--- config.mk ---
export PLATFORM = sky130hd
export DESIGN_NAME = cache_ram_arbiter
export DESIGN_NICKNAME = d
export VERILOG_FILES = /design/src/rtl/cache_ram_arbiter.sv
export SDC_FILE = /design/constraint.sdc
export NUM_CORES = 1
export LEC_CHECK = 0
export CAP_MARGIN = 25
export CORE_AREA = 5 5 155 157
export DETAILED_ROUTE_END_ITERATION = 10
export DIE_AREA = 0 0 160 162
export SYNTH_ARGS = -nofsm -noshare
export SYNTH_HDL_FRONTEND = slang
export SYNTH_SLANG_ARGS = --single-unit
--- constraint.sdc ---
create_clock -name CLK -period 1.9 [get_ports CLK]
set_input_delay 0.285 -clock CLK [delete_from_list [all_inputs] [get_ports CLK]]
set_output_delay 0.285 -clock CLK [all_outputs]
set_load 0.01 [all_outputs]
--- src/rtl/cache_ram_arbiter.sv ---
// cache_ram_arbiter: lets NUM_BANKS cache banks share one RAM word port.
// Round-robin grant that is held across words, with a bounded hold limit.
//
// Ports:
//   CLK, RST (async, active-high)
//   bank_REN/WEN/addr/store : per-bank requests, bank i in slice i
//   bank_complete           : one-hot word-done pulse to the owner
//   bank_data               : RAM read data, broadcast
//   ram_REN/WEN/addr/store  : RAM-side request of the owner
//   ram_complete, ram_data  : RAM word done / read data
//   grant_valid, grant_id   : current owner
//   protocol_err            : sticky, owner drove REN and WEN together
module cache_ram_arbiter #(
  parameter  int NUM_BANKS = 4,
  parameter  int ADDR_W    = 32,
  parameter  int DATA_W    = 32,
  parameter  int MAX_HOLD  = 8,
  localparam int ID_W      = $clog2(NUM_BANKS),
  localparam int HC_W      = $clog2(MAX_HOLD + 1)
) (
  input  logic                          CLK,
  input  logic                          RST,
  input  logic [NUM_BANKS-1:0]          bank_REN,
  input  logic [NUM_BANKS-1:0]          bank_WEN,
  input  logic [NUM_BANKS*ADDR_W-1:0]   bank_addr,
  input  logic [NUM_BANKS*DATA_W-1:0]   bank_store,
  output logic [NUM_BANKS-1:0]          bank_complete,
  output logic [DATA_W-1:0]             bank_data,
  output logic                          ram_REN,
  output logic                          ram_WEN,
  output logic [ADDR_W-1:0]             ram_addr,
  output logic [DATA_W-1:0]             ram_store,
  input  logic                          ram_complete,
  input  logic [DATA_W-1:0]             ram_data,
  output logic                          grant_valid,
  output logic [ID_W-1:0]               grant_id,
  output logic                          protocol_err
);

  typedef enum logic {
    IDLE,
    OWNED
  } state_t;

  state_t           state;
  logic [ID_W-1:0]  rr_ptr;
  logic [HC_W-1:0]  hold_cnt;

  logic [NUM_BANKS-1:0] req;
  logic [NUM_BANKS-1:0] own_oh;
  logic                 owned;
  logic                 own_req;
  logic                 others_req;
  logic                 both_err;
  logic [HC_W:0]        hc_inc;
  logic                 hold_hit;
  logic                 hold_sat;
  logic [ID_W-1:0]      winner;
  logic [ID_W-1:0]      cand;
  logic                 found;

  logic [ADDR_W-1:0] addr_a  [NUM_BANKS];
  logic [DATA_W-1:0] store_a [NUM_BANKS];

  for (genvar i = 0; i < NUM_BANKS; i++) begin : g_unpack
    assign addr_a[i]  = bank_addr[i*ADDR_W +: ADDR_W];
    assign store_a[i] = bank_store[i*DATA_W +: DATA_W];
  end

  assign req        = bank_REN | bank_WEN;
  assign owned      = (state == OWNED);
  assign own_oh     = NUM_BANKS'(1) << grant_id;
  assign own_req    = req[grant_id];
  assign others_req = |(req & ~own_oh);
  assign both_err   = bank_REN[grant_id] & bank_WEN[grant_id];

  // hold_cnt+1 is computed one bit wider so the limit test never wraps
  assign hc_inc   = {1'b0, hold_cnt} + (HC_W+1)'(1);
  assign hold_hit = hc_inc >= (HC_W+1)'(MAX_HOLD);
  assign hold_sat = hold_cnt >= HC_W'(MAX_HOLD);

  // first requester after the last owner, wrapping
  always_comb begin
    winner = rr_ptr;
    found  = 1'b0;
    cand   = '0;
    for (int k = 1; k <= NUM_BANKS; k++) begin
      cand = ID_W'((int'(rr_ptr) + k) % NUM_BANKS);
      if (!found && req[cand]) begin
        winner = cand;
        found  = 1'b1;
      end
    end
  end

  // outputs decode straight from the state flop so reset
  // drops the RAM strobes without waiting for a clock
  assign grant_valid   = owned;
  assign ram_REN       = owned & bank_REN[grant_id];
  assign ram_WEN       = owned & bank_WEN[grant_id];
  assign ram_addr      = owned ? addr_a[grant_id]  : '0;
  assign ram_store     = owned ? store_a[grant_id] : '0;
  assign bank_data     = ram_data;
  assign bank_complete = (owned & own_req & ram_complete)
                         ? own_oh : '0;

  always_ff @(posedge CLK or posedge RST) begin
    if (RST) begin
      state        <= IDLE;
      grant_id     <= '0;
      rr_ptr       <= ID_W'(NUM_BANKS - 1);
      hold_cnt     <= '0;
      protocol_err <= 1'b0;
    end else begin
      unique case (state)
        IDLE: begin
          if (|req) begin
            grant_id <= winner;
            rr_ptr   <= winner;
            hold_cnt <= '0;
            state    <= OWNED;
          end
        end
        OWNED: begin
          if (both_err) protocol_err <= 1'b1;
          if (!own_req) begin
            state <= IDLE;
          end else if (ram_complete) begin
            if (!hold_sat) hold_cnt <= hc_inc[HC_W-1:0];
            // preempt only at a word boundary
            if (hold_hit && others_req) state <= IDLE;
          end
        end
      endcase
    end
  end

endmodule

==> summary.txt, run 1 <==
Post-Synth Simple-Gate Area - 21.0%
Max VDD drop - 0.578 mV
Run status - finished, violations left
Clk sinks - 10
Sequential area share after synthesis - 8.41%
Cts bufs inserted - 3
# port buffers - 340
Vias in the first global route - 4253
Cell taking the most area after synthesis - mux4_2
Crit. End Element - output port
Dpl ws - -452 ps
CP bufs+invs - 4
Hold_buf cts - 0
Multi-input logic area - 0.00257 mm^2
Tcrit/Tclk final - 117%
Nets - 931
Synth Area in XOR/XNOR - 0%
All-Layer GR Usage - 13.2%
Min-Delay Path Class - input pin to async pin
Grt ovf - 0
Worst-Skew Late Latency - 240 ps
Power per cell area - 1220 mW/mm^2
Die area - 0.0259 mm^2
Largest net degree at the start of global routing - 39
CTS max path bufs - 2
Post-synth EDFFs - 0
Syn Area/Cell - 11.0 um^2
Synth cell types - 45
Slew margin rel. - 72.1%
Vias - 3840
Fin. Hold Viols - 0
Core area - 0.0224 mm^2
Critical path peak fanout - 6
Cell Int Power - 5.87 mW
Crit path required time - 1620 ps
Sequence of cells on the critical path - buf_6, buf_12, or4_4, nand4_1, buf_4, nor3_2, buf_2
Part of the power in registers - 5.0%
Chip Height - 162 um
Synth Instances - 273
DRC Markers - 0
Top-area cell type share of the netlist area - 49.5%
Antenna violations before repair - 0
Mux share of post-synthesis cell area - 50.5%
First-pass GRT wire length - 26.9 mm
Number of routed nets with antenna violations - 0
Root Buffer - clkbuf_16
Post-synthesis compound-gate area fraction - 6.45%
Iteration-0 DRC count of the detailed router - 133
NetSw - 3.32 mW
Storage cell area - 262 um^2
Vias per inst - 4.20
CTS tree - yes
Final Util - 33.6%
Maximum capacitance violations - 0
Final Wtd Congestion - 0.853
DR WL/cell - 20.4 um
Initial core utilization - 13.4%
DR pass1 iterations - 4
Syn_nets - 574
Worst EP arrival - 1930 ps
Clk network pwr share - 4.6%
Ys Warns - 0
Row count - 55
H-tree depth - 1
Ranking of synthesized cells by area - mux4_2 (49%), and2_1 (14%), buf_4 (9.5%)
Crit path max-delay cell type - dfrtp_4
Worst path depth - 7
Adder-Cell Fraction of Synth Area - 0.833%
Area growth syn-to-layout - 150%
Reg2Reg Depth - 8
I/O pin count - 405
Top delay family on crit path - simple AND/OR/NAND/NOR gates
Failing checks - setup timing
Setup WS post-layout - -314 ps
Reg clk slew, reported paths - 40 ps
RSZ-0062 raised after global routing - yes
Part of the power in combinational logic - 90.4%
Layout cells sized above 1 - 44.5%
Fin. max-slew vios - 0
CP Launch Type - register
Ys flop type - dfrtp_1
Setup Crit Path Kind - register to output port
CP max stage delay - 500 ps
Largest family of logic cells by synthesized area - multiplexers
P_leak - 2.98 nW
Diode count - 0
Slew @ Worst Pin - 415 ps
Max Clk Rate - 0.452 GHz
Fin crit period - 2210 ps
# fillers - 2250
Net Sw Frac - 36.1%
DP Wirelength - 15.0 mm
Final setup violation count - 75
Synth Register Bits - 10
Mapped Area - 0.00301 mm^2
Post-Route WL - 18.6 mm
Clock skew - 1.39 ps
FFs w/ async S/R, synth - 100%
Chip width - 160 um
metal layers:
layer  global-route usage, %  part of all wire [%]  vias to the layer above
li1                        -                     -                     1757
met1                    16.3                    41                     1864
met2                    23.7                    50                      210
met3                    3.58                   8.1                        9
met4                    1.49                  0.65                        0
met5                       0                     0                        -
sequential cells by signal, indices dropped and copies added, names as in the netlist:
| signal | cells |
|---|---|
| protocol_err | 1 |
| grant_id | 2 |
| grant_valid | 1 |
| rr_ptr | 2 |
| hold_cnt | 4 |
what timing repair did:
action                                 CTS  global route
buffers inserted                        29             5
pin swaps                               53            19
resized for setup                      389            44
setup endpoints to repair               75            77
endpoints found under the hold margin    0             0
cloned                                   7             0
path summary, 6_finish.rpt:
| check | from | slack, ps | endpoint |
|---|---|---|---|
| worst max-delay path | grant_id[0] | -310 | bank_complete[1] |
| worst min-delay path | RST | 340 | hold_cnt[1] |
| worst max register to register | grant_id[0] | -240 | hold_cnt[1] |
| worst min register to register | protocol_err | 470 | protocol_err |
| max in group asynchronous | RST | 1240 | rr_ptr[0] |
| min in group CLK | protocol_err | 470 | protocol_err |
cell usage in the layout (no fill, tap or decap), types with 5 or more instances in the layout:
| cell type | instances |
|---|---|
| buf_2 | 24 |
| buf_4 | 34 |
| buf_12 | 11 |
| nor2_1 | 5 |
| dfrtp_1 | 5 |
| mux4_2 | 66 |
| and2_4 | 47 |
| clkdlybuf4s50_1 | 268 |
| buf_6 | 66 |
| buf_16 | 7 |
| and2_1 | 19 |
final cells by class:
cell class | count | area share, %
Multi-Input combinational cell | 200 | 34.2
Timing Repair Buffer | 412 | 56.2
Clock buffer | 4 | 1.18
Sequential cell | 10 | 3.48
Tap cell | 285 | 4.74
Inverter | 3 | 0.150
cells in the mapped netlist (all sizes together) (3+ instances only):
cell type,count
nand2,5
clkbuf,16
nor3,6
mux4,66
nand3,3
and2,67
inv,3
dfrtp,8
nor2,6
buf,44
o22ai,3
o21ai,5
per-stage QoR:
stage / total power, mW / instances / setup TNS, ps / hold WS (ps) / area [um^2]
floorplan: 3.83 / 273 / 0 / 124 / 3010
global placement: 7.08 / 870 / -22110 / 456 / 6730
detailed placement: 7.09 / 870 / -22860 / 468 / 6730
CTS: 8.74 / 909 / -16640 / 368 / 7290
global route: 9.74 / 914 / -19690 / 413 / 7520
finish: 9.19 / 914 / -16110 / 340 / 7520
cells by family after synthesis:
logic type               count (synthesis)
AND/OR/NAND/NOR                        103
multiplexers                            69
buffers and inverters                   63
AO/OA/AOI/OAI                           26
flip-flops                              10
adder cells (fa/ha/maj)                  2
power by group through the flow:
stage          logic, mW  clock network, mW  registers [mW]
2_1_floorplan       3.46                  0           0.373
3_3_place_gp        6.61                  0           0.471
3_5_place_dp        6.62                  0           0.475
4_1_cts             7.86              0.425           0.455
5_1_grt             8.83              0.437           0.474
6_report            8.32              0.421           0.458
Note: power is estimated with default switching activity, not from simulation.
==> run 2: changes to the inputs <==
--- a/config.mk
+++ b/config.mk
@@ -5,10 +5,11 @@
 export SDC_FILE = /design/constraint.sdc
 export NUM_CORES = 1
 export LEC_CHECK = 0
-export CAP_MARGIN = 25
+export CAP_MARGIN = 15
 export CORE_AREA = 5 5 155 157
 export DETAILED_ROUTE_END_ITERATION = 10
 export DIE_AREA = 0 0 160 162
+export PLACE_DENSITY_LB_ADDON = 0.05
 export SYNTH_ARGS = -nofsm -noshare
 export SYNTH_HDL_FRONTEND = slang
 export SYNTH_SLANG_ARGS = --single-unit
==> run 2 against run 1 <==
  * The run still ends with setup timing left
  * Global-route usage up 2.1 points
  * Routed wire length grew 17%
  * Via count rose by 0.34%
  * Critical path depth decreased by 1
  * Sequential share of layout area is essentially flat
  * Sequential cell count unchanged
  * Largest cell class unchanged
==> summary.txt, run 2 (same netlist as run 1, synthesis figures left out) <==
Commonest non-fill, non-tap cell in the layout - clkdlybuf4s50_1
Run status - finished, violations left
Chip width - 160 um (unchanged)
Part of the power in registers - 4.8% (-0.2 points)
Crit path capture - bank_complete[3]
Final instance area - 0.00763 mm^2 (+1.4%)
Final setup violation count - 73 (-2.7%)
Fin cells - 916 (+0.22%)
Reg clk slew, reported paths - 40 ps (about the same)
First-pass GRT wire length - 29.9 mm (+11%)
Setup WS post-layout - -278 ps (+35.8 ps)
Worst-Skew Late Latency - 240 ps (about the same)
Failing checks - setup timing
DP Area - 0.00683 mm^2 (+1.6%)
DP Wirelength - 17.9 mm (+20%)
Multi-input logic area - 0.00256 mm^2 (-0.68%)
# port buffers - 340 (unchanged)
Initial core utilization - 13.4% (unchanged)
Fin crit period - 2180 ps (-35.8 ps)
NetSw - 3.47 mW (+4.5%)
Grt ovf - 0 (unchanged)
Reg2Reg Depth - 7 (-1)
Crit. End Element - output port
Fin. Hold Viols - 0 (unchanged)
Worst path depth - 6 (-1)
Post-Route WL - 21.7 mm (+17%)
All-Layer GR Usage - 15.3% (+2.1 points)
Slew margin rel. - 72.7% (+0.65 points)
Area growth syn-to-layout - 154%
Top reg by flops - hold_cnt
Row count - 55 (unchanged)
Final Wtd Congestion - 0.806 (-5.6%)
Tcrit/Tclk final - 115% (-1.9 points)
Setup TNS - -14760 ps (+1350 ps)
Tot Pwr - 9.65 mW (+4.9%)
DR pass1 iterations - 4 (unchanged)
Storage cell area - 262 um^2 (unchanged)
Most frequent cells in the layout - clkdlybuf4s50_1 (267), buf_6 (70), mux4_2 (66)
Antenna violations before repair - 5 (+5)
Dpl cells - 874 (+0.46%)
Largest register FFs - 4 (unchanged)
Min-Delay Path Class - input pin to async pin
Cell Int Power - 6.18 mW (+5.2%)
Net Sw Frac - 36.0% (-0.15 points)
Crit path required time - 1620 ps (about the same)
Iteration-0 DRC count of the detailed router - 124 (-6.8%)
Worst EP arrival - 1890 ps (-40 ps)
Number of routed nets with antenna violations - 0 (unchanged)
Final Util - 34.1% (+0.48 points)
Vias per inst - 4.21 (+0.12%)
Clock skew - 0.769 ps (-0.616 ps)
DRT met1 WL - 8.22 mm (+8.1%)
Largest net degree at the start of global routing - 73 (+87%)
DRC Markers - 0 (unchanged)
Dpl ws - -489 ps (-36.2 ps)
Slew @ Worst Pin - 398 ps (-16.8 ps)
Crit path max-delay cell type - dfrtp_4
Chip Height - 162 um (unchanged)
Worst reg2reg startpoint - grant_id[0]
CTS max path bufs - 2 (unchanged)
RSZ-0062 raised after global routing - yes
Met2 WL - 11.6 mm (+23%)
CTS tree - yes
DR top layer - met5
Top delay family on crit path - simple AND/OR/NAND/NOR gates
P_leak - 3.04 nW (+2.0%)
Nets - 931 (unchanged)
Critical path peak fanout - 8 (+2)
Fin. max-slew vios - 0 (unchanged)
Flop2flop setup slack - -190 ps (+50 ps)
Vias in the first global route - 4043 (-4.9%)
Max VDD drop - 0.535 mV (-7.4%)
Sequence of cells on the critical path - buf_12, or4_4, nand4_1, buf_4, nor3_2, buf_2
Regs by FF count - hold_cnt (4), grant_id (2), rr_ptr (2)
CP Launch Type - register
CP max stage delay - 500 ps (about the same)
Setup Crit Path Kind - register to output port
DR WL/cell - 23.7 um (+16%)
Die area - 0.0259 mm^2 (unchanged)
CP bufs+invs - 3 (-1)
# fillers - 2265 (+0.67%)
Vias - 3853 (+0.34%)
Cts bufs inserted - 3 (unchanged)
Part of the power in combinational logic - 90.8% (+0.4 points)
Max Clk Rate - 0.459 GHz (+1.6%)
Root Buffer - clkbuf_16
Wire length on met3 - 1.75 mm (+15%)
Clk sinks - 10 (unchanged)
Power per cell area - 1260 mW/mm^2 (+3.5%)
Maximum capacitance violations - 0 (unchanged)
Crit path from - grant_id[0]
Layout cells sized above 1 - 45.9% (+1.4 points)
Final hold slack - 340 ps (+0.762 ps)
Clk network pwr share - 4.4% (-0.2 points)
I/O pin count - 405 (unchanged)
H-tree depth - 1 (unchanged)
R2R Path End - hold_cnt[1]
Core area - 0.0224 mm^2 (unchanged)
-- run 2: changes by cell type in the layout (fill, tap and decap cells not counted), moves of 4 or more --
cell and delta:
and2_1 -10, and2_4 +10, buf_12 +6, buf_16 -5, buf_2 -10, buf_6 +4, clkbuf_16 +5
-- run 2: layout make-up --
class | instances | area share, %
well taps | 285 | 4.67
inverters | 3 | 0.148
diodes | 2 | 0.0656
clock buffers | 4 | 1.16
repair buffers | 412 | 57.0
flip-flops and latches | 10 | 3.43
multi-input cells | 200 | 33.5
-- run 2: timing repair --
item / CTS / global route
setup endpoints to repair: 72 / 75
setup buffers: 17 / 17
pin swaps: 3 / 2
resized for setup: 362 / 112
cloned: 3 / 6
hold buffers: 0 / 0
-- run 2: worst min-delay path by stage --
stage	from	end	slack [ps]
finish	RST	grant_id[1]	340
global route	RST	grant_id[1]	390
CTS	RST	grant_id[1]	370
detailed placement	protocol_err	protocol_err	470
global placement	protocol_err	protocol_err	440
floorplan	RST	grant_id[0]	120
-- run 2: routing by layer --
layer	vias up	global-route usage, %
met5	-	0
met4	10	1.56
met3	20	5.07
met2	172	28.2
met1	1895	17.9
li1	1756	-
-- run 2: power groups by stage --
stage          clock, mW  sequential (mW)  combinational, mW
2_1_floorplan          0            0.373               3.46
3_3_place_gp           0            0.458               7.05
3_5_place_dp           0            0.464               7.07
4_1_cts            0.434            0.468               7.60
5_1_grt            0.446            0.480               9.32
6_report           0.425            0.464               8.76
==> run 3: changes to the inputs <==
--- a/config.mk
+++ b/config.mk
@@ -7,6 +7,7 @@
 export LEC_CHECK = 0
 export CAP_MARGIN = 15
 export CORE_AREA = 5 5 155 157
+export CTS_BUF_LIST = sky130_fd_sc_hd__clkbuf_4 sky130_fd_sc_hd__clkbuf_8
 export DETAILED_ROUTE_END_ITERATION = 10
 export DIE_AREA = 0 0 160 162
 export PLACE_DENSITY_LB_ADDON = 0.05
==> run 3 against run 2 <==
  * The run still ends with setup timing left
  * Die area unchanged
  * Non-clock buffer count down 19
  * Hold slack about the same
  * Critical endpoint is now bank_complete[0]
  * Largest power group unchanged
==> summary.txt, run 3 (same netlist as run 1, synthesis figures left out) <==
Maximum capacitance violations - 0 (unchanged)
Part of the power in registers - 5.4% (+0.6 points)
Max VDD drop - 0.463 mV (-13%)
Fin. max-slew vios - 0 (unchanged)
Root Buffer - clkbuf_8
Core area - 0.0224 mm^2 (unchanged)
Slew @ Worst Pin - 398 ps (-0.335 ps)
# port buffers - 340 (unchanged)
CTS tree - yes
Crit path required time - 1620 ps (about the same)
Area growth syn-to-layout - 142%
All-Layer GR Usage - 15.4% (+0.10 points)
DRC Markers - 0 (unchanged)
Top reg by flops - hold_cnt
Crit path max-delay cell type - dfrtp_4
# fillers - 2291 (+1.1%)
CTS max path bufs - 2 (unchanged)
Worst reg2reg startpoint - grant_id[0]
Initial core utilization - 13.4% (unchanged)
Setup TNS - -17050 ps (-2300 ps)
Setup WS post-layout - -378 ps (-100 ps)
Vias per inst - 4.27 (+1.6%)
P_leak - 2.85 nW (-6.2%)
Clk network pwr share - 3.2% (-1.2 points)
Reg2Reg Depth - 9 (+2)
Flop2flop setup slack - -370 ps (-180 ps)
Fin. Hold Viols - 0 (unchanged)
Cts bufs inserted - 3 (unchanged)
Clock skew - 1.95 ps (+1.19 ps)
Regs by FF count - hold_cnt (4), grant_id (2), rr_ptr (2)
CP max stage delay - 500 ps (about the same)
Grt ovf - 0 (unchanged)
Final Util - 32.5% (-1.7 points)
CP bufs+invs - 4 (+1)
Worst-Skew Late Latency - 240 ps (about the same)
DR pass1 iterations - 4 (unchanged)
I/O pin count - 405 (unchanged)
Reg clk slew, reported paths - 50 ps (about the same)
DR WL/cell - 24.0 um (+1.3%)
Cell mode on critical path - buf_12
Die area - 0.0259 mm^2 (unchanged)
Net Sw Frac - 37.9% (+1.9 points)
Fin crit period - 2280 ps (+100 ps)
Top delay family on crit path - simple AND/OR/NAND/NOR gates
Max Clk Rate - 0.439 GHz (-4.4%)
Critical path peak fanout - 4 (-4)
Min-Delay Path Class - input pin to async pin
Power per cell area - 1200 mW/mm^2 (-5.2%)
DP Wirelength - 17.9 mm (unchanged)
Run status - finished, violations left
Nets - 912 (-2.0%)
NetSw - 3.30 mW (-4.9%)
Most frequent cells in the layout - clkdlybuf4s50_1 (268), mux4_2 (66), buf_6 (51)
Slew margin rel. - 72.8% (about the same)
Crit. End Element - output port
Antenna violations before repair - 6 (+1)
Post-Route WL - 21.5 mm (-1.1%)
Part of the power in combinational logic - 91.4% (+0.6 points)
Tcrit/Tclk final - 120% (+5.3 points)
R2R Path End - hold_cnt[1]
Worst EP arrival - 1990 ps (+100 ps)
H-tree depth - 1 (unchanged)
Largest net degree at the start of global routing - 73 (unchanged)
Setup Crit Path Kind - register to output port
Final Wtd Congestion - 0.806 (unchanged)
Chip width - 160 um (unchanged)
Number of routed nets with antenna violations - 0 (unchanged)
Final setup violation count - 75 (+2.7%)
Clk sinks - 10 (unchanged)
Commonest non-fill, non-tap cell in the layout - clkdlybuf4s50_1
Failing checks - setup timing
First-pass GRT wire length - 30.1 mm (+0.48%)
Layout cells sized above 1 - 42.5% (-3.5 points)
Vias - 3826 (-0.70%)
RSZ-0062 raised after global routing - yes
CP Launch Type - register
Largest register FFs - 4 (unchanged)
Diode count - 0 (-2)
Final hold slack - 341 ps (+0.369 ps)
Vias in the first global route - 4027 (-0.40%)
Row count - 55 (unchanged)
Cell Int Power - 5.41 mW (-13%)
Iteration-0 DRC count of the detailed router - 132 (+6.5%)
Sequence of cells on the critical path - buf_12, buf_12, or4_4, nand4_1, buf_4, nor3_2, buf_2
Chip Height - 162 um (unchanged)
==> run 3: cell types whose count changed in the layout (fill, tap and decap cells not counted), moves of 2 or more <==
| cell | change |
|---|---|
| buf_2 | +10 |
| clkbuf_8 | +3 |
| buf_12 | -2 |
| and2_1 | +10 |
| buf_4 | -5 |
| clkbuf_16 | -5 |
| diode_2 | -2 |
| buf_6 | -19 |
| and2_4 | -10 |
==> run 3: worst register-to-register path, stage by stage (launching register included) <==
cell	delay (ps)
dfrtp_4	500
buf_12	140
buf_12	120
or4_4	500
buf_4	160
buf_6	110
buf_6	110
and4b_4	210
and3_4	150
a31o_1	170
==> run 3: how the worst max path moves through the flow <==
stage / from / to / slack (ps) / cells after the start
6_report: grant_id[0] / bank_complete[0] / -380 / 7
5_1_grt: grant_id[0] / bank_complete[1] / -440 / 7
4_1_cts: grant_id[0] / bank_complete[1] / -400 / 7
3_5_place_dp: bank_REN[0] / bank_complete[0] / -490 / 5
3_3_place_gp: bank_REN[0] / bank_complete[1] / -470 / 5
2_1_floorplan: grant_id[0] / ram_addr[28] / 20 / 4
==> run 3: power groups by stage <==
| stage | sequential, mW | combinational (mW) | clock (mW) |
|---|---|---|---|
| after detailed placement | 0.464 | 7.07 | 0 |
| final | 0.471 | 7.96 | 0.275 |
| after global routing | 0.489 | 8.47 | 0.295 |
| after global placement | 0.458 | 7.05 | 0 |
| after CTS | 0.464 | 7.61 | 0.284 |
| after floorplan | 0.373 | 3.46 | 0 |
==> run 3: layout make-up <==
class                   instances  area (um^2)  share of cell area, %
inverters                       3         11.3                  0.155
multi-input cells             200         2530                   34.9
well taps                     285          357                   4.91
flip-flops and latches         10          262                   3.60
clock buffers                   4         55.1                  0.758
repair buffers                393         4050                   55.7
==> run 3: per-layer routing <==
layer	global-route usage (%)	part of all wire (%)	up-vias
met2	28.5	53	173
li1	-	-	1720
met4	1.68	0.51	12
met5	0	0.38	-
met3	5.15	7.7	22
met1	17.8	38	1899
==> run 3: metrics by stage <==
| stage | cell area, um^2 | std cells | worst slack [ps] | power (mW) |
|---|---|---|---|---|
| floorplan | 3010 | 273 | 21.1 | 3.83 |
| global placement | 6830 | 874 | -468 | 7.51 |
| detailed placement | 6830 | 874 | -489 | 7.53 |
| CTS | 7060 | 894 | -398 | 8.36 |
| global route | 7260 | 895 | -438 | 9.26 |
| finish | 7260 | 895 | -378 | 8.71 |
==> run 3: what timing repair did <==
action | CTS | global route
resized for setup | 374 | 49
cloned | 3 | 3
setup buffers | 14 | 0
pin swaps | 4 | 2
setup endpoints to repair | 72 | 78
hold buffers | 0 | 0
